### config.mk
export PLATFORM = sky130hd
export DESIGN_NAME = io_port_ctrl
export DESIGN_NICKNAME = d
export VERILOG_FILES = /design/src/rtl/io_pkg.sv /design/src/rtl/io_timeout_cnt.sv /design/src/rtl/io_port_ctrl.sv
export SDC_FILE = /design/constraint.sdc
export NUM_CORES = 1
export LEC_CHECK = 0
export ABC_AREA = 0
export CAP_MARGIN = 0
export CORE_MARGIN = 2
export CORE_UTILIZATION = 35
export DETAILED_ROUTE_END_ITERATION = 8
export GPL_ROUTABILITY_DRIVEN = 1
export PLACE_DENSITY = 0.81
export SYNTH_ARGS = -nofsm -noshare
export SYNTH_HDL_FRONTEND = slang
export SYNTH_HIERARCHICAL = 1
export SYNTH_SLANG_ARGS = --single-unit
### constraint.sdc
create_clock -name clk -period 2.5 [get_ports clk]
set_input_delay 0.5 -clock clk [delete_from_list [all_inputs] [get_ports clk]]
set_output_delay 0.5 -clock clk [all_outputs]
set_load 0.01 [all_outputs]
### src/rtl/io_pkg.sv
// Shared definitions for the IN/OUT port handshake sequencer and the control unit.
package io_pkg;

    typedef enum logic [1:0] {
        StIdle   = 2'd0,
        StRdWait = 2'd1,
        StWrWait = 2'd2,
        StDone   = 2'd3
    } io_state_e;

    // A timed-out read returns every bit of in_data set to this value.
    localparam logic TIMEOUT_RD_FILL = 1'b1;

    localparam logic [3:0] OP_IN  = 4'b1110;
    localparam logic [3:0] OP_OUT = 4'b1111;

    function automatic int unsigned cnt_width(input int unsigned limit);
        return (limit < 2) ? 1 : $clog2(limit + 1);
    endfunction

endpackage

### src/rtl/io_timeout_cnt.sv
// Loadable saturating wait counter; expired flags the last permitted cycle.
module io_timeout_cnt #(
    parameter int unsigned WIDTH = 8,
    parameter int unsigned LIMIT = 255
) (
    input  logic             clk,
    input  logic             rst_n,
    input  logic             clr,
    input  logic             load,
    input  logic [WIDTH-1:0] load_val,
    input  logic             en,
    output logic             expired
);

    localparam logic [WIDTH-1:0] LAST = (LIMIT == 0) ? '0 : WIDTH'(LIMIT - 1);

    logic [WIDTH-1:0] cnt_q;

    always_ff @(posedge clk or negedge rst_n) begin
        if (!rst_n) begin
            cnt_q <= '0;
        end else if (clr) begin
            cnt_q <= '0;
        end else if (load) begin
            cnt_q <= load_val;
        end else if (en && (cnt_q != '1)) begin
            cnt_q <= cnt_q + 1'b1;
        end
    end

    // LIMIT of zero disables expiry entirely.
    assign expired = (LIMIT != 0) && (cnt_q == LAST);

endmodule

### src/rtl/io_port_ctrl.sv
// Sequences IN/OUT handshakes to external devices, stalling the control unit until done.
module io_port_ctrl
    import io_pkg::*;
#(
    parameter int unsigned DATA_W  = 16,
    parameter int unsigned PORT_W  = 3,
    parameter int unsigned TIMEOUT = 255
) (
    input  logic                        clk,
    input  logic                        rst_n,
    input  logic                        in_req,
    input  logic                        out_req,
    input  logic [PORT_W-1:0]           port_sel,
    input  logic [DATA_W-1:0]           out_data,
    output logic [DATA_W-1:0]           in_data,
    output logic                        busy,
    output logic                        done,
    output logic                        timeout_err,
    output logic                        proto_err,
    input  logic                        err_clr,
    output logic [2**PORT_W-1:0]        dev_rd_req,
    input  logic [2**PORT_W-1:0]        dev_rd_valid,
    input  logic [2**PORT_W*DATA_W-1:0] dev_rd_data,
    output logic [2**PORT_W-1:0]        dev_wr_req,
    output logic [DATA_W-1:0]           dev_wr_data,
    input  logic [2**PORT_W-1:0]        dev_wr_ack
);

    localparam int unsigned NPORTS = 2**PORT_W;
    localparam int unsigned CNT_W  = cnt_width(TIMEOUT);

    io_state_e           state_q, state_d;
    logic [PORT_W-1:0]   port_q, port_d;
    logic [DATA_W-1:0]   in_data_q, in_data_d;
    logic [DATA_W-1:0]   wr_data_q, wr_data_d;
    logic                timeout_err_q, proto_err_q;
    logic                cnt_clr, cnt_en, cnt_expired;
    logic                timeout_set, proto_set;
    logic [NPORTS-1:0]   port_onehot;

    io_timeout_cnt #(
        .WIDTH (CNT_W),
        .LIMIT (TIMEOUT)
    ) u_timeout_cnt (
        .clk      (clk),
        .rst_n    (rst_n),
        .clr      (cnt_clr),
        .load     (1'b0),
        .load_val ({CNT_W{1'b0}}),
        .en       (cnt_en),
        .expired  (cnt_expired)
    );

    always_comb begin
        state_d     = state_q;
        port_d      = port_q;
        in_data_d   = in_data_q;
        wr_data_d   = wr_data_q;
        cnt_clr     = 1'b0;
        cnt_en      = 1'b0;
        timeout_set = 1'b0;
        proto_set   = 1'b0;

        unique case (state_q)
            StIdle: begin
                if (in_req) begin
                    // A colliding write is dropped; only the flag records it.
                    port_d    = port_sel;
                    state_d   = StRdWait;
                    cnt_clr   = 1'b1;
                    proto_set = out_req;
                end else if (out_req) begin
                    port_d    = port_sel;
                    wr_data_d = out_data;
                    state_d   = StWrWait;
                    cnt_clr   = 1'b1;
                end
            end
            StRdWait: begin
                if (dev_rd_valid[port_q]) begin
                    in_data_d = dev_rd_data[port_q*DATA_W +: DATA_W];
                    state_d   = StDone;
                end else if (cnt_expired) begin
                    in_data_d   = {DATA_W{TIMEOUT_RD_FILL}};
                    timeout_set = 1'b1;
                    state_d     = StDone;
                end else begin
                    cnt_en = 1'b1;
                end
            end
            StWrWait: begin
                if (dev_wr_ack[port_q]) begin
                    state_d = StDone;
                end else if (cnt_expired) begin
                    timeout_set = 1'b1;
                    state_d     = StDone;
                end else begin
                    cnt_en = 1'b1;
                end
            end
            StDone: begin
                state_d = StIdle;
            end
            default: begin
                state_d = StIdle;
            end
        endcase
    end

    always_ff @(posedge clk or negedge rst_n) begin
        if (!rst_n) begin
            state_q       <= StIdle;
            port_q        <= '0;
            in_data_q     <= '0;
            wr_data_q     <= '0;
            timeout_err_q <= 1'b0;
            proto_err_q   <= 1'b0;
        end else begin
            state_q   <= state_d;
            port_q    <= port_d;
            in_data_q <= in_data_d;
            wr_data_q <= wr_data_d;
            // Setting takes priority over a same-cycle clear.
            if (timeout_set) begin
                timeout_err_q <= 1'b1;
            end else if (err_clr) begin
                timeout_err_q <= 1'b0;
            end
            if (proto_set) begin
                proto_err_q <= 1'b1;
            end else if (err_clr) begin
                proto_err_q <= 1'b0;
            end
        end
    end

    assign port_onehot = {{(NPORTS-1){1'b0}}, 1'b1} << port_q;

    assign dev_rd_req  = (state_q == StRdWait) ? port_onehot : '0;
    assign dev_wr_req  = (state_q == StWrWait) ? port_onehot : '0;
    assign dev_wr_data = wr_data_q;
    assign in_data     = in_data_q;
    assign done        = (state_q == StDone);
    assign busy        = (state_q != StIdle) | in_req | out_req;
    assign timeout_err = timeout_err_q;
    assign proto_err   = proto_err_q;

endmodule
==> run_results.csv, run 1 <==
group,metric,value,unit
detailed_routing,drt-pass1-iter-count,4,
grt,grt_max_degree,34,
floorplan,start_util,0.358,
yosys,synthSimpleGateAreaFrac,0.102,
yosys,synth_compound_gate_area_share,0.166,
final_layout,area_growth,68.3,%
yosys,synthTopCellsByCount,"dfrtp_1 (47), nor2_1 (41), mux4_2 (34), mux2i_1 (21), mux2_2 (20)",
final_layout,drive_gt1_frac,0.217,
sta,period_needed,2.42,ns
yosys,synth_cell_type_count,50,
grt,grt_overflow_total,0,
floorplan,die_w,107,um
detailed_routing,wirelength,12.3,mm
yosys,synth_most_common_cell,"dfrtp_1",
sta,skew,0.0136,ns
critical_path,start_kind,"input pin",
yosys,synth-edff-count,0,
yosys,ys.flop_type,"dfrtp_1",
sta,slew_violations,0,
clock_network,path_clk_slew,0.08,ns
sta,holdWs,0.105,ns
final_layout,nNetsFinal,712,
floorplan,ios,220,
pwr,leakage,2.43,nW
yosys,synth.cell_area,3680,um2
run_status,status,"finished, final reports clean",
clock_network,cts_made_buffers,5,
sta,rsz0062_at_grt,"true",
yosys,avgSynthCellArea,11.8,um2
sta,fin_setup_tns,0,ns
floorplan,die_h,107,um
yosys,synth_top_family_by_area,"multiplexers",
detailed_routing,detail-route-antenna-nets,0,
detailed_routing,viasPerCell,5.29,
yosys,synth_fa_ha_area_frac,0.0204,
placed_design,portBuffers,219,
critical_path,worstPathArrival,2.64,ns
pwr,p_int,0.00367,W
pwr,report.power.total,0.00611,W
yosys,muxShareOfSynthArea,0.326,
yosys,ys_async_sr_fraction,1.00,
yosys,syn_inst,311,
clock_network,cts_tree,"done",
worst_hold_path,hp-class,"in -> async",
pwr,sw_frac_of_total,0.399,
clock_network,root_buffer,"clkbuf_8",
placed_design,gp_congestion,0.870,
placed_design,hpwl,10.2,mm
flow_run,drv_cap,0,
clock_network,ctsHtreeMaxLevel,2,
yosys,synthTopCellsByArea,"dfrtp_1 (32%), mux4_2 (21%), mux2_2 (6.1%)",
pwr,comb_power_share,0.670,
sta,finalSetupViolCount,0,
detailed_routing,via_count,3573,
critical_path,crit_path_max_fanout,4,
yosys,synth_seq_cells,47,
detailed_routing,drt_iter0_markers,194,
clock_network,clk_latency,0.30,ns
sta,period_share,0.966,
yosys,synth_top_area_frac,0.319,
floorplan,coreArea,10300,um2
pwr,powerDensity,986,nW/um2
pwr,pwr-share-seq,0.242,
yosys,seq_area_frac_synth,0.319,
sta,finalHoldViolCount,0,
yosys,synth-xor-area-share,0.00238,
grt,grt_pass1_vias,3721,
grt,grt_pass1_wl,19.0,mm
final_layout,fillerInstances,882,
yosys,synth_top_area_cell,"dfrtp_1",
clock_network,cts.sinks,47,
critical_path,cp.required,2.72,ns
grt,grt_usage,0.213,
floorplan,core.rowCount,37,
detailed_routing,wl_per_cell,18.3,um
yosys,ys_warn_count,6,
clock_network,cts_buffer_depth,2,
critical_path,cp-end-kind,"flip-flop",
detailed_routing,drcViolationCount,0,
pwr,irDropWorstVdd,557,uV
floorplan,die-area,11400,um2
critical_path,critical_path_class,"in -> reg",
pwr,power.clock.fraction,0.088,
sta,max_freq,414,MHz
pwr,switchingPower,0.00244,W
grt,antenna_found_initial,2,
clock_network,hold_buffers,0,
-- layout by cell type (no fill, tap or decap), types with 3 or more instances in the layout --
master,count
o21ai_0,4
a211oi_2,10
a211oi_1,8
nand3_1,4
dfrtp_1,45
nand2b_1,3
nor2_1,41
nor3_1,4
a311oi_2,9
nand2_1,15
a311oi_1,9
mux4_2,34
ha_1,4
dlymetal6s2s_1,4
conb_1,9
buf_4,20
clkdlybuf4s50_1,214
a21oi_1,4
mux2_2,20
clkbuf_8,5
inv_1,9
mux2i_1,20
-- worst paths after layout --
path,cells past startpoint,slack (ns),startpoint,end
min reg2reg,1,0.51,dev_wr_data[2],dev_wr_data[2]
min in group clk,1,0.51,dev_wr_data[2],dev_wr_data[2]
max,9,0.08,dev_wr_ack[7],u_timeout_cnt/cnt_q[6]
max in group asynchronous,2,1.63,rst_n,port_q[1]
min,1,0.10,rst_n,dev_wr_data[10]
max reg2reg,8,0.14,port_q[0],u_timeout_cnt/cnt_q[6]
-- stage by stage --
step                 util  area [um2]  setup WS (ns)  std cells
detailed placement  0.590        6060         -0.284        666
CTS                 0.600        6170        0.00904        673
finish              0.603        6200         0.0839        676
global placement    0.590        6060         -0.191        666
global route        0.603        6200        -0.0154        676
floorplan               -        3730         0.0142        319
-- layer usage --
layer  vias up  GRT usage  wire [um]
met3        27     0.0407        842
li1       1663          -          -
met5         -          0          0
met2       183      0.400       6620
met1      1700      0.238       4460
met4         0     0.0751        418
-- sequential cells by signal (all words and copies together) (netlist names) --
signal	count
dev_wr_data	16
in_data	16
u_timeout_cnt/cnt_q	8
port_q	3
state_q	2
proto_err	1
timeout_err	1
-- cell families (layout without fill, tap and decap cells) --
family | after synthesis | count (layout)
adders and majority gates | 6 | 6
buffers and inverters | 39 | 258
xor gates and xnor gates | 1 | 1
and+or+nand+nor | 79 | 79
DFF | 47 | 47
other | 1 | 11
muxes | 75 | 75
AOI/OAI and AO/OA | 63 | 63
-- power by group through the flow --
stage	Sequential [W]	Combinational, W	Clock [W]
after floorplan	0.00150	0.00265	0
after global placement	0.00145	0.00400	0
after detailed placement	0.00149	0.00408	0
after CTS	0.00148	0.00411	0.000554
after global routing	0.00153	0.00440	0.000589
final	0.00148	0.00410	0.000536
-- cell type report --
class,count,area [um2],area share
Antenna cell,2,5.00,0.000807
Clock buffer,6,72.6,0.0117
Clock inverter,1,30.0,0.00484
Inverter,11,41.3,0.00666
Multi-Input combinational cell,233,2330,0.376
Sequential cell,47,1180,0.190
Tap cell,136,170,0.0275
Timing Repair Buffer,240,2370,0.382
-- worst max-delay path, cell delays in order --
cell	delay (ns)
clkdlybuf4s50_1	0.41
mux4_2	0.49
mux2i_2	0.21
nand2_1	0.10
a21oi_2	0.20
and4_1	0.23
a31oi_1	0.08
a311o_1	0.28
a21oi_1	0.14
-- repair_timing --
item / CTS / global route
endpoints found under the setup margin: 4 / 10
pin swaps: 0 / 2
buffers inserted: 0 / 1
hold endpoints to repair: 0 / 0
resized for setup: 2 / 7
Power figures use the tool's default switching activity.
==> run 2: changes to the inputs <==
Settings changed: SLEW_MARGIN from default to 40.
==> results of run 2 <==
Final layout, timing and power as in run 1 (identical DEF).
